--- src/rtl/apb_cmd_master_pkg.sv ---
// Shared types and constants for the APB command master.
// Holds the controller FSM encoding and the SPI core register map.
package apb_cmd_master_pkg;

    // Controller state: SETUP is the capture cycle that launches the APB setup
    // phase; ACCESS covers the bus setup phase (PENABLE=0) and the access phase.
    typedef enum logic [1:0] {
        IDLE   = 2'b00,
        SETUP  = 2'b01,
        ACCESS = 2'b10,
        RESP   = 2'b11
    } state_e;

    // SPI core register addresses
    localparam logic [2:0] ADDR_CR1 = 3'b000;
    localparam logic [2:0] ADDR_CR2 = 3'b001;
    localparam logic [2:0] ADDR_BR  = 3'b010;
    localparam logic [2:0] ADDR_SR  = 3'b011;
    localparam logic [2:0] ADDR_DR  = 3'b101;

endpackage

--- src/rtl/apb_cmd_master.sv ---
// APB initiator: turns a valid/ready command stream into APB SETUP/ACCESS
// transfers and returns read data / error status on a valid/ready response.
// One transaction in flight at a time; every output is a flop.
// Optional build macro APB_CMD_MASTER_TIMEOUT_EN adds an ACCESS-phase timeout
// of TIMEOUT_CYCLES wait cycles; without it ACCESS waits forever and
// rsp_timeout is tied low.
module apb_cmd_master
    import apb_cmd_master_pkg::*;
#(
    parameter int unsigned ADDR_W         = 3,
    parameter int unsigned DATA_W         = 8,
    parameter int unsigned TIMEOUT_CYCLES = 16
) (
    input  logic              PCLK,
    input  logic              PRESETn,
    // command channel
    input  logic              cmd_valid,
    output logic              cmd_ready,
    input  logic              cmd_write,
    input  logic [ADDR_W-1:0] cmd_addr,
    input  logic [DATA_W-1:0] cmd_wdata,
    // response channel
    output logic              rsp_valid,
    input  logic              rsp_ready,
    output logic [DATA_W-1:0] rsp_rdata,
    output logic              rsp_err,
    output logic              rsp_timeout,
    // APB initiator port
    output logic [ADDR_W-1:0] PADDR,
    output logic              PWRITE,
    output logic              PSEL,
    output logic              PENABLE,
    output logic [DATA_W-1:0] PWDATA,
    input  logic [DATA_W-1:0] PRDATA,
    input  logic              PREADY,
    input  logic              PSLVERR
);

    // Elaboration-time sanity check on the timeout length
    if (TIMEOUT_CYCLES < 2) begin : g_bad_timeout
        $error("TIMEOUT_CYCLES must be at least 2");
    end

    state_e            r_state;

    // captured command, held while the bus outputs keep their idle values
    logic              r_cmd_write;
    logic [ADDR_W-1:0] r_cmd_addr;
    logic [DATA_W-1:0] r_cmd_wdata;

    // registered outputs
    logic              r_cmd_ready;
    logic              r_rsp_valid;
    logic [DATA_W-1:0] r_rsp_rdata;
    logic              r_rsp_err;
    logic [ADDR_W-1:0] r_paddr;
    logic              r_pwrite;
    logic              r_psel;
    logic              r_penable;
    logic [DATA_W-1:0] r_pwdata;

`ifdef APB_CMD_MASTER_TIMEOUT_EN
    localparam int unsigned CNT_W = $clog2(TIMEOUT_CYCLES + 1);

    logic [CNT_W-1:0]  r_wait_cnt;
    logic              r_rsp_timeout;
    logic              w_timeout_hit;

    // Last permitted wait cycle: PREADY still low here aborts the transfer
    assign w_timeout_hit = (r_wait_cnt == CNT_W'(TIMEOUT_CYCLES - 1));
`endif

    // Single FSM: sequences IDLE -> SETUP -> ACCESS -> RESP and owns every output flop
    always_ff @(posedge PCLK or negedge PRESETn) begin
        if (!PRESETn) begin
            r_state       <= IDLE;
            r_cmd_write   <= 1'b0;
            r_cmd_addr    <= '0;
            r_cmd_wdata   <= '0;
            r_cmd_ready   <= 1'b0;
            r_rsp_valid   <= 1'b0;
            r_rsp_rdata   <= '0;
            r_rsp_err     <= 1'b0;
            r_paddr       <= '0;
            r_pwrite      <= 1'b0;
            r_psel        <= 1'b0;
            r_penable     <= 1'b0;
            r_pwdata      <= '0;
`ifdef APB_CMD_MASTER_TIMEOUT_EN
            r_wait_cnt    <= '0;
            r_rsp_timeout <= 1'b0;
`endif
        end else begin
            unique case (r_state)
                IDLE: begin
                    r_cmd_ready <= 1'b1;
                    if (cmd_valid && r_cmd_ready) begin
                        r_cmd_write <= cmd_write;
                        r_cmd_addr  <= cmd_addr;
                        // reads never put stale data on PWDATA
                        r_cmd_wdata <= cmd_write ? cmd_wdata : '0;
                        r_cmd_ready <= 1'b0;
                        r_state     <= SETUP;
                    end
                end

                SETUP: begin
                    // launch the APB setup phase from the captured command
                    r_psel     <= 1'b1;
                    r_penable  <= 1'b0;
                    r_paddr    <= r_cmd_addr;
                    r_pwrite   <= r_cmd_write;
                    r_pwdata   <= r_cmd_wdata;
`ifdef APB_CMD_MASTER_TIMEOUT_EN
                    r_wait_cnt <= '0;
`endif
                    r_state    <= ACCESS;
                end

                ACCESS: begin
                    if (!r_penable) begin
                        // bus setup phase lasts exactly one cycle
                        r_penable <= 1'b1;
                    end else if (PREADY) begin
                        // completing edge: the only place PRDATA/PSLVERR are sampled
                        r_rsp_rdata   <= r_cmd_write ? '0 : PRDATA;
                        r_rsp_err     <= PSLVERR;
`ifdef APB_CMD_MASTER_TIMEOUT_EN
                        r_rsp_timeout <= 1'b0;
`endif
                        r_psel        <= 1'b0;
                        r_penable     <= 1'b0;
                        r_rsp_valid   <= 1'b1;
                        r_state       <= RESP;
`ifdef APB_CMD_MASTER_TIMEOUT_EN
                    end else if (w_timeout_hit) begin
                        r_rsp_rdata   <= '0;
                        r_rsp_err     <= 1'b1;
                        r_rsp_timeout <= 1'b1;
                        r_psel        <= 1'b0;
                        r_penable     <= 1'b0;
                        r_rsp_valid   <= 1'b1;
                        r_state       <= RESP;
                    end else begin
                        r_wait_cnt    <= r_wait_cnt + 1'b1;
`endif
                    end
                end

                RESP: begin
                    // response fields stay frozen until the consumer takes them
                    if (rsp_ready) begin
                        r_rsp_valid <= 1'b0;
                        r_cmd_ready <= 1'b1;
                        r_state     <= IDLE;
                    end
                end

                default: begin
                    r_state <= IDLE;
                end
            endcase
        end
    end

    assign cmd_ready   = r_cmd_ready;
    assign rsp_valid   = r_rsp_valid;
    assign rsp_rdata   = r_rsp_rdata;
    assign rsp_err     = r_rsp_err;
    assign PADDR       = r_paddr;
    assign PWRITE      = r_pwrite;
    assign PSEL        = r_psel;
    assign PENABLE     = r_penable;
    assign PWDATA      = r_pwdata;

`ifdef APB_CMD_MASTER_TIMEOUT_EN
    assign rsp_timeout = r_rsp_timeout;
`else
    assign rsp_timeout = 1'b0;
`endif

`ifndef SYNTHESIS
    // PENABLE is only ever raised inside a selected transfer
    a_penable_needs_psel: assert property (@(posedge PCLK) disable iff (!PRESETn)
        PENABLE |-> PSEL);
`endif

endmodule
--- config.mk ---
export PLATFORM = sky130hd
export DESIGN_NAME = apb_cmd_master
export DESIGN_NICKNAME = d
export VERILOG_FILES = /design/src/rtl/apb_cmd_master_pkg.sv /design/src/rtl/apb_cmd_master.sv
export SDC_FILE = /design/constraint.sdc
export NUM_CORES = 1
export LEC_CHECK = 0
export CAP_MARGIN = 15
export CORE_ASPECT_RATIO = 0.8
export CORE_MARGIN = 2
export CORE_UTILIZATION = 60
export DETAILED_ROUTE_END_ITERATION = 8
export DONT_BUFFER_PORTS = 1
export PLACE_DENSITY = 0.76
export SLEW_MARGIN = 10
export SYNTH_ARGS = -nofsm -noshare
export SYNTH_HDL_FRONTEND = slang
export SYNTH_SLANG_ARGS = --single-unit
--- constraint.sdc ---
create_clock -name PCLK -period 4 [get_ports PCLK]
set_input_delay 0 -clock PCLK [delete_from_list [all_inputs] [get_ports PCLK]]
set_output_delay 0 -clock PCLK [all_outputs]
set_load 0.005 [all_outputs]
==> results_dict.tcl, run 1 <==
set metrics [dict create \
    synth_top_area_share_pct 58.7 \
    netlist_instances 144 \
    wire_per_inst_um 14.9 \
    utilization_pct 74.6 \
    final_common_cell "dfrtp_1" \
    p_sw_mw 0.465 \
    routed_via_density 5.25 \
    p_leak_nw 0.923 \
    fp.dieW_um 62.8 \
    cts-root-buf "clkbuf_4" \
    num_vias 1107 \
    grt_pass1_wl_mm 5.35 \
    final_cell_mix "dfrtp_1, nand2_1, dlygate4sd3_1, o21ai_0, mux2_2" \
    die_h_um 51.1 \
    worst-slew-pin-transition_ns 0.676 \
    drive_above_1_share_pct 15.0 \
    slew_headroom_pct 54.8 \
    finalSetupViolCount 0 \
    synth_cell_type_count 21 \
    antennaDiodeCount 0 \
    syn_nets 177 \
    synth.avg_cell_area_um2 11.5 \
    power_density_nw_per_um2 660 \
    ys_warn_count 0 \
    crit_path_start_kind "flip-flop" \
    yosysSeqAreaShare_pct 58.7 \
    irDropWorstVdd_mv 0.405 \
    yosysTopAreaCell "dfrtp_1" \
    htree_levels 2 \
    cts.sinks 39 \
    grt_pass1_vias 1144 \
    async_flop_share_pct 100 \
    dp.cells 176 \
    grt_overflow 0 \
    holdCritPathClass "input port to asynchronous set/reset pin" \
    clock_path_buffers 2 \
    area_growth_pct 21.3 \
    comb_power_share_pct 33.3 \
    ioPinCount 52 \
    outcome "finished, final reports clean" \
    place_hpwl_mm 2.01 \
    tns_ns 0 \
    netlist_area_um2 1660 \
    synth_edf_count 0 \
    worstPathRequired_ns 4.23 \
    intPower_mw 0.865 \
    swShare_pct 35.0 \
    slew_violations 0 \
    fin_crit_sh_pct 47.3 \
    cp_data_arrival_time_ns 2.12 \
    period_needed_ns 1.89 \
    cts_tree "done" \
    cts.clk_slew.worst_paths_ns 0.12 \
    dieArea_um2 3210 \
    synth-main-ff-cell "dfrtp_1" \
    drtPass1Iterations 4 \
    cp_max_fo 20 \
    power.share.clock_pct 14.7 \
    instances_no_fill 211 \
    globalplace.congestion 0.651 \
    numCtsBuffers 5 \
    start_util_pct 61.5 \
    first_iter_violations 81 \
    antenna_found_initial 0 \
    crit_type "flip-flop to flip-flop" \
    crit_path_end_kind "flip-flop" \
    rsz0062_at_grt "false" \
    nets 205 \
    coreArea_um2 2700 \
    max_cap_violations 0 \
    port-buffer-count 0 \
    synth.area.top_cells "dfrtp_1, mux2_2, nand2_1, o21ai_0, ha_1" \
    cts_setup_buffers 0 \
    fill_cells 175 \
    p_seq_share_pct 52.0 \
    ant_nets 0 \
    rows 17 \
    wirelength_mm 3.15 \
    final-hold-violation-count 0 \
    fmax_ghz 0.529 \
    grt_util_all_layers_pct 22.4 \
    ys_ff_latch 39 \
    final.setup_skew_ns 0.0135 \
    grt_start_max_net_pins 40 \
    drc 0 \
    clock_latency_ns 0.35 \
]
-- critical path: stages, from the launching register on --
cell	delay, ns
dfrtp_1	0.44
inv_1	0.16
ha_1	0.22
nand3_1	0.49
mux2_2	0.47
-- flip-flops by register name, summed over array words and instances (netlist names) --
signal       flops
rsp_err          1
PWDATA           8
cmd_ready        1
r_cmd_wdata      8
rsp_valid        1
r_cmd_write      1
PWRITE           1
r_state          2
rsp_rdata        8
PSEL             1
r_cmd_addr       3
PADDR            3
PENABLE          1
-- repair_timing --
action	in CTS	in global routing
setup endpoints to repair	0	0
endpoints found under the hold margin	65	0
resized for setup	0	0
hold buffers	27	0
-- cells by family (layout without fill, tap and decap cells) --
kind of cell,after synthesis,count (layout),synth area share [%]
compound gates,24,24,8.06
fa+ha+maj,7,7,5.27
buf+inv,10,39,2.56
flops,39,39,58.7
mux,20,20,13.4
other cells,1,1,0.226
simple gates,43,43,11.7
-- synth_stat cells, drive strengths merged, types with 3 or more instances --
cell type and count:
clkbuf 3, ha 7, buf 3, dfrtp 39, nand2 26, inv 4, o21ai 19, nand2b 11
nand3 3, mux2 18
-- power by group through the flow --
stage	clock, mW	combinational [mW]	sequential (mW)
after global routing	0.222	0.502	0.718
after detailed placement	0	0.402	0.702
after CTS	0.201	0.446	0.694
after global placement	0	0.377	0.691
final	0.195	0.443	0.692
after floorplan	0	0.344	0.660
-- through the flow --
step	hold WS (ns)	setup WS, ns	power, mW	instance area [µm²]
floorplan	-0.296	2.42	1.00	1660
global placement	-0.295	2.25	1.07	1680
detailed placement	-0.295	2.10	1.10	1680
CTS	0.0793	2.08	1.34	2020
global route	0.0984	1.93	1.44	2020
finish	0.112	2.11	1.33	2020
-- worst paths after layout --
kind,slack [ns],startpoint,end,cells past startpoint
setup / recovery,2.11,r_state[0],r_cmd_addr[0],4
hold / removal,0.11,PRESETn,cmd_ready,2
setup reg to reg,2.11,r_state[0],r_cmd_addr[0],4
hold reg to reg,0.49,r_cmd_wdata[0],r_cmd_wdata[0],2
max in group asynchronous,3.69,PRESETn,PADDR[0],2
min in group PCLK,0.20,PREADY,rsp_rdata[4],3
-- layer usage --
metal	wire [µm]	global-route usage (%)	vias up
met4	48	10.0	0
met5	0	0	-
met2	1540	37.3	33
li1	-	-	539
met1	1350	25.0	529
met3	216	10.4	6
-- final cells by class --
| type | count | area, µm² | area share [%] |
|---|---|---|---|
| clock buffer | 6 | 41.3 | 2.05 |
| clock inverter | 2 | 12.5 | 0.621 |
| inverter | 4 | 15.0 | 0.745 |
| multi-input combinational | 95 | 643 | 31.9 |
| sequential | 39 | 976 | 48.4 |
| tap | 38 | 47.5 | 2.36 |
| timing repair buffer | 27 | 280 | 13.9 |
No activity file was read; power rests on OpenSTA's default activity.
==> inputs of run 2 (changes only) <==
Clock period 4 ns to 1.76 ns, I/O delays scaled along.
==> run 2 against run 1 <==
  * Clock skew decreased by 0.0037 ns
  * Flip-flop and latch count unchanged
  * Critical path type unchanged
  * First-iteration DRC count decreased by 35%
  * Total power increased by 140%
  * Count of clock-buffer cells in the layout unchanged
  * Core utilization increased by 1.4 points
  * Combinational power increased by 140%
  * Largest cell class unchanged
  * Clock power increased to 2.9 times the previous value
==> results_dict.tcl, run 2 (synthesis gave the netlist of run 1 again) <==
set metrics [dict create \
    outcome "finished, final reports clean" \
    pre_cts_ws_ns 0.0212 \
    r2r_cells 4 \
    power_density_nw_per_um2 1550 \
    post_cts_resized 0 \
    drc 0 \
    first_iter_violations 53 \
    hold_start "cmd_valid" \
    max_cap_violations 0 \
    num_vias 1156 \
    dpl-instance-area_um2 1700 \
    cp_data_arrival_time_ns 1.94 \
    die_h_um 51.1 \
    cp_max_fo 5 \
    htree_levels 2 \
    holdCritPathClass "input port to flip-flop" \
    final_common_cell "dfrtp_1" \
    nets 208 \
    met1Wirelength_mm 1.30 \
    reg2reg_to "r_state[1]" \
    drtPass1Iterations 6 \
    final-hold-violation-count 0 \
    routed_via_density 5.43 \
    cts_tree "done" \
    final_cell_mix "dfrtp_1, nand2_1, dlygate4sd3_1, o21ai_0, mux2_2" \
    antenna_found_initial 0 \
    grt_util_all_layers_pct 22.0 \
    cts.sinks 39 \
    irDropWorstVdd_mv 1.07 \
    crit_path_start_kind "flip-flop" \
    slew_violations 0 \
    fp.dieW_um 62.8 \
    worstPathRequired_ns 1.98 \
    fill_cells 189 \
    globalplace.congestion 0.818 \
    clock_latency_ns 0.34 \
    ant_nets 0 \
    place_hpwl_mm 2.06 \
    p_leak_nw 0.947 \
    holdPathStages 3 \
    cts-root-buf "clkbuf_4" \
    numCtsBuffers 5 \
    grt_pass1_wl_mm 5.29 \
    tns_ns 0 \
    final.setup_skew_ns 0.00979 \
    clock_path_buffers 2 \
    ioPinCount 52 \
    coreArea_um2 2700 \
    grt_overflow 0 \
    wl_met2_mm 1.65 \
    area_growth_pct 23.6 \
    period_needed_ns 1.72 \
    r2r_start "r_state[0]" \
    antennaDiodeCount 0 \
    rows 17 \
    setup_ws_ns 0.0358 \
    top_layer_used "met4" \
    wirelength_mm 3.26 \
    grt_start_max_net_pins 40 \
    grt_pass1_vias 1192 \
    fin_crit_sh_pct 98.0 \
    crit_path_end_kind "flip-flop" \
    finalSetupViolCount 0 \
    reg2reg_slack_ns 0.04 \
    dieArea_um2 3210 \
    drive_above_1_share_pct 16.6 \
    start_util_pct 61.5 \
    routed-wl-met3_um 225 \
    stdcell_area_um2 2050 \
    cts.clk_slew.worst_paths_ns 0.11 \
    wire_per_inst_um 15.3 \
    hold_end "r_cmd_wdata[0]" \
    crit_type "flip-flop to flip-flop" \
    fmax_ghz 0.580 \
    port-buffer-count 0 \
    crit_start "r_state[0]" \
]
==> run 2: changes by cell type in the layout (fill, tap and decap cells not counted) <==
cell	before	now
bufinv_16	0	1
buf_4	0	4
clkinvlp_4	1	0
dlygate4sd3_1	26	25
clkinv_2	1	0
==> run 2: routing by layer <==
metal  global-route usage, %  vias up
met5                       0        -
met4                    9.63        0
met3                    7.71       13
met2                    38.0       46
met1                    25.3      554
li1                        -      543
==> run 2: critical path, cell delays in order (launching register included) <==
cell and delay (ns):
dfrtp_1 0.43, inv_1 0.13, ha_1 0.25, a222oi_1 0.43, mux2_1 0.37
==> run 2: how the worst max path moves through the flow <==
stage | to | slack, ns | cells past startpoint
CTS | r_state[1] | 0.001 | 4
global placement | r_state[1] | 0.14 | 4
global route | r_state[0] | -0.03 | 5
finish | r_state[1] | 0.04 | 4
detailed placement | r_state[1] | 0.02 | 4
floorplan | r_state[1] | 0.18 | 4
==> run 2: what timing repair did <==
action | 4_1_cts | 5_1_grt
hold endpoints to repair | 65 | 0
hold buffers | 26 | 0
setup endpoints to repair | 0 | 1
buffers inserted | 0 | 1
==> run 2: cell type report <==
class                   count  area [µm²]  share of cell area [%]
well taps                  38        47.5                    2.32
clock inverters             1        30.0                    1.46
flip-flops and latches     39         976                    47.5
repair buffers             30         300                    14.6
clock buffers               6        41.3                    2.01
multi-input cells          95         643                    31.3
inverters                   4        15.0                   0.731
==> run 2: report_power, final <==
| part | leakage (nW) | switching, mW | internal, mW | total (mW) |
|---|---|---|---|---|
| Combinational | 0.419 | 0.497 | 0.561 | 1.06 |
| Sequential | 0.489 | 0.295 | 1.27 | 1.57 |
| Clock | 0.0383 | 0.272 | 0.293 | 0.565 |
| Total | 0.947 | 1.06 | 2.13 | 3.19 |
==> run 2: per-stage QoR <==
stage	power, mW	util, %	hold slack [ns]	instances
floorplan	2.28	-	-0.296	144
global placement	2.44	63.1	-0.295	179
detailed placement	2.54	63.1	-0.295	179
CTS	3.17	75.7	0.0869	212
global route	3.41	76.0	0.115	213
finish	3.19	76.0	0.0946	213
==> inputs of run 3 (changes only) <==
Clock period 1.76 ns to 2 ns, I/O delays scaled along.
==> run 3 against run 2 <==
  * Total power decreased by 16%
  * Register-to-register slack improved by 0.09 ns
  * Die area unchanged
  * Worst hold slack got worse by 0.069 ns
  * Final area decreased by 0.79%
  * Combinational power decreased by 12%
  * Clock skew increased by 0.00073 ns
  * Wire length increased by 1.9%
  * Flip-flop and latch count unchanged
  * Worst setup slack improved by 0.090 ns
  * Core utilization decreased by 0.60 points
  * Largest cell class unchanged
  * Highest routed layer unchanged
==> results_dict.tcl, run 3 (synthesis gave the netlist of run 1 again) <==
set metrics [dict create \
    outcome "finished, final reports clean" \
    finalSetupViolCount 0 \
    path_cells "inv_2 > ha_1 > nand2b_1 > a41oi_1 > a41oi_1 > dlygate4sd3_1" \
    crit_type "flip-flop to flip-flop" \
    drc 0 \
    period_needed_ns 1.87 \
    drtPass1Iterations 4 \
    dieArea_um2 3210 \
    rows 17 \
    seq_area_um2 976 \
    crit_path_end_kind "flip-flop" \
    setup_ws_ns 0.126 \
    fill_cells 187 \
    globalplace.congestion 0.803 \
    clock_path_buffers 2 \
    first_iter_violations 63 \
    cts_tree "done" \
    drive_above_1_share_pct 17.0 \
    multiInputGateArea_um2 646 \
    cts_setup_buffers 0 \
    place_hpwl_mm 2.21 \
    grt_pass1_vias 1155 \
    power.share.clock_pct 13.9 \
    cp_num_buf_inv 2 \
    routed_via_density 5.41 \
    slew_headroom_pct 64.5 \
    final_cell_mix "dfrtp_1, nand2_1, dlygate4sd3_1, o21ai_0, mux2_2" \
    slowest_delay_ns 0.57 \
    intPower_mw 1.75 \
    p_seq_share_pct 51.3 \
    wirelength_mm 3.32 \
    hold-worst-slack_ns 0.0260 \
    cp_common_cell "a41oi_1" \
    stdcell_area_um2 2040 \
    cp_max_fo 5 \
    swShare_pct 35.0 \
    port-buffer-count 0 \
    worst-slew-pin-transition_ns 0.532 \
    num_vias 1157 \
    dp.cells 179 \
    wire_per_inst_um 15.5 \
    slowest_stage "dlygate4sd3_1" \
    final_common_cell "dfrtp_1" \
    holdCritPathClass "input port to flip-flop" \
    pre_cts_ws_ns 0.220 \
    grt_pass1_wl_mm 5.38 \
    htree_levels 2 \
    grt_util_all_layers_pct 22.5 \
    dpl-instance-area_um2 1700 \
    start_util_pct 61.5 \
    fin_crit_sh_pct 93.7 \
    fmax_ghz 0.534 \
    grt_overflow 0 \
    antenna_found_initial 0 \
    crit_path_start_kind "flip-flop" \
    reg2reg_slack_ns 0.13 \
    worstPathRequired_ns 2.22 \
    coreArea_um2 2700 \
    area_growth_pct 22.6 \
    tns_ns 0 \
    comb_power_share_pct 34.8 \
    max_cap_violations 0 \
    cp_data_arrival_time_ns 2.10 \
    p_leak_nw 0.935 \
    final.setup_skew_ns 0.0105 \
    cts.sinks 39 \
    nets 208 \
    rsz0062_at_grt "false" \
    clock_latency_ns 0.34 \
    ant_nets 0 \
    fp.dieW_um 62.8 \
    p_sw_mw 0.943 \
    cp_top_family "buffers and inverters" \
    cts-root-buf "clkbuf_4" \
    grt_start_max_net_pins 40 \
    irDropWorstVdd_mv 0.941 \
    power_density_nw_per_um2 1320 \
    antennaDiodeCount 0 \
    die_h_um 51.1 \
    final-hold-violation-count 0 \
    slew_violations 0 \
    ioPinCount 52 \
    instances_no_fill 214 \
    numCtsBuffers 5 \
    cts.clk_slew.worst_paths_ns 0.10 \
]
-- run 3: cell types whose count changed in the layout (fill, tap and decap cells not counted) --
cell / change
inv_2: +1
clkbuf_1: +1
bufinv_16: -1
ha_2: +1
inv_1: -1
clkinv_2: +1
dlygate4sd3_1: +1
ha_1: -1
buf_4: -1
-- run 3: cell type report --
class | count | area share, %
inverter | 4 | 0.737
clock buffer | 7 | 2.21
clock inverter | 1 | 0.246
tap | 38 | 2.33
timing repair buffer | 30 | 14.9
multi-input combinational | 95 | 31.7
sequential | 39 | 47.9
-- run 3: path summary, 6_finish.rpt --
kind / endpoint / from / depth (start not counted)
max reg2reg: rsp_valid / r_state[0] / 6
min in group asynchronous: rsp_err / PRESETn / 2
max: rsp_valid / r_state[0] / 6
max in group asynchronous: PENABLE / PRESETn / 2
min reg2reg: r_cmd_wdata[5] / r_cmd_wdata[5] / 2
min: r_state[0] / rsp_ready / 3
-- run 3: routing by layer --
| layer | share of wire, % | GRT usage, % | vias up |
|---|---|---|---|
| met4 | 1.4 | 7.78 | 0 |
| met5 | 0 | 0 | - |
| met2 | 52 | 39.4 | 37 |
| li1 | - | - | 544 |
| met1 | 41 | 26.5 | 569 |
| met3 | 5.8 | 7.27 | 7 |
-- run 3: power by group through the flow --
stage	registers [mW]	clock network (mW)	logic, mW
floorplan	1.32	0	0.687
global placement	1.38	0	0.769
detailed placement	1.41	0	0.848
CTS	1.39	0.388	0.932
global route	1.43	0.426	1.05
finish	1.38	0.375	0.937
-- run 3: what timing repair did --
action / in CTS / in global routing
resized for setup: 0 / 2
endpoints found under the setup margin: 0 / 1
endpoints found under the hold margin: 64 / 0
hold buffers: 27 / 0
-- run 3: worst register-to-register path, cell delays in order, from the launching register on --
cell	delay (ns)
dfrtp_1	0.45
inv_2	0.13
ha_1	0.22
nand2b_1	0.10
a41oi_1	0.23
a41oi_1	0.07
dlygate4sd3_1	0.57
-- run 3: through the flow --
step | total power [mW] | util, %
after floorplan | 2.01 | -
after global placement | 2.14 | 63.1
after detailed placement | 2.25 | 63.1
after CTS | 2.71 | 75.3
after global routing | 2.91 | 75.4
final | 2.70 | 75.4
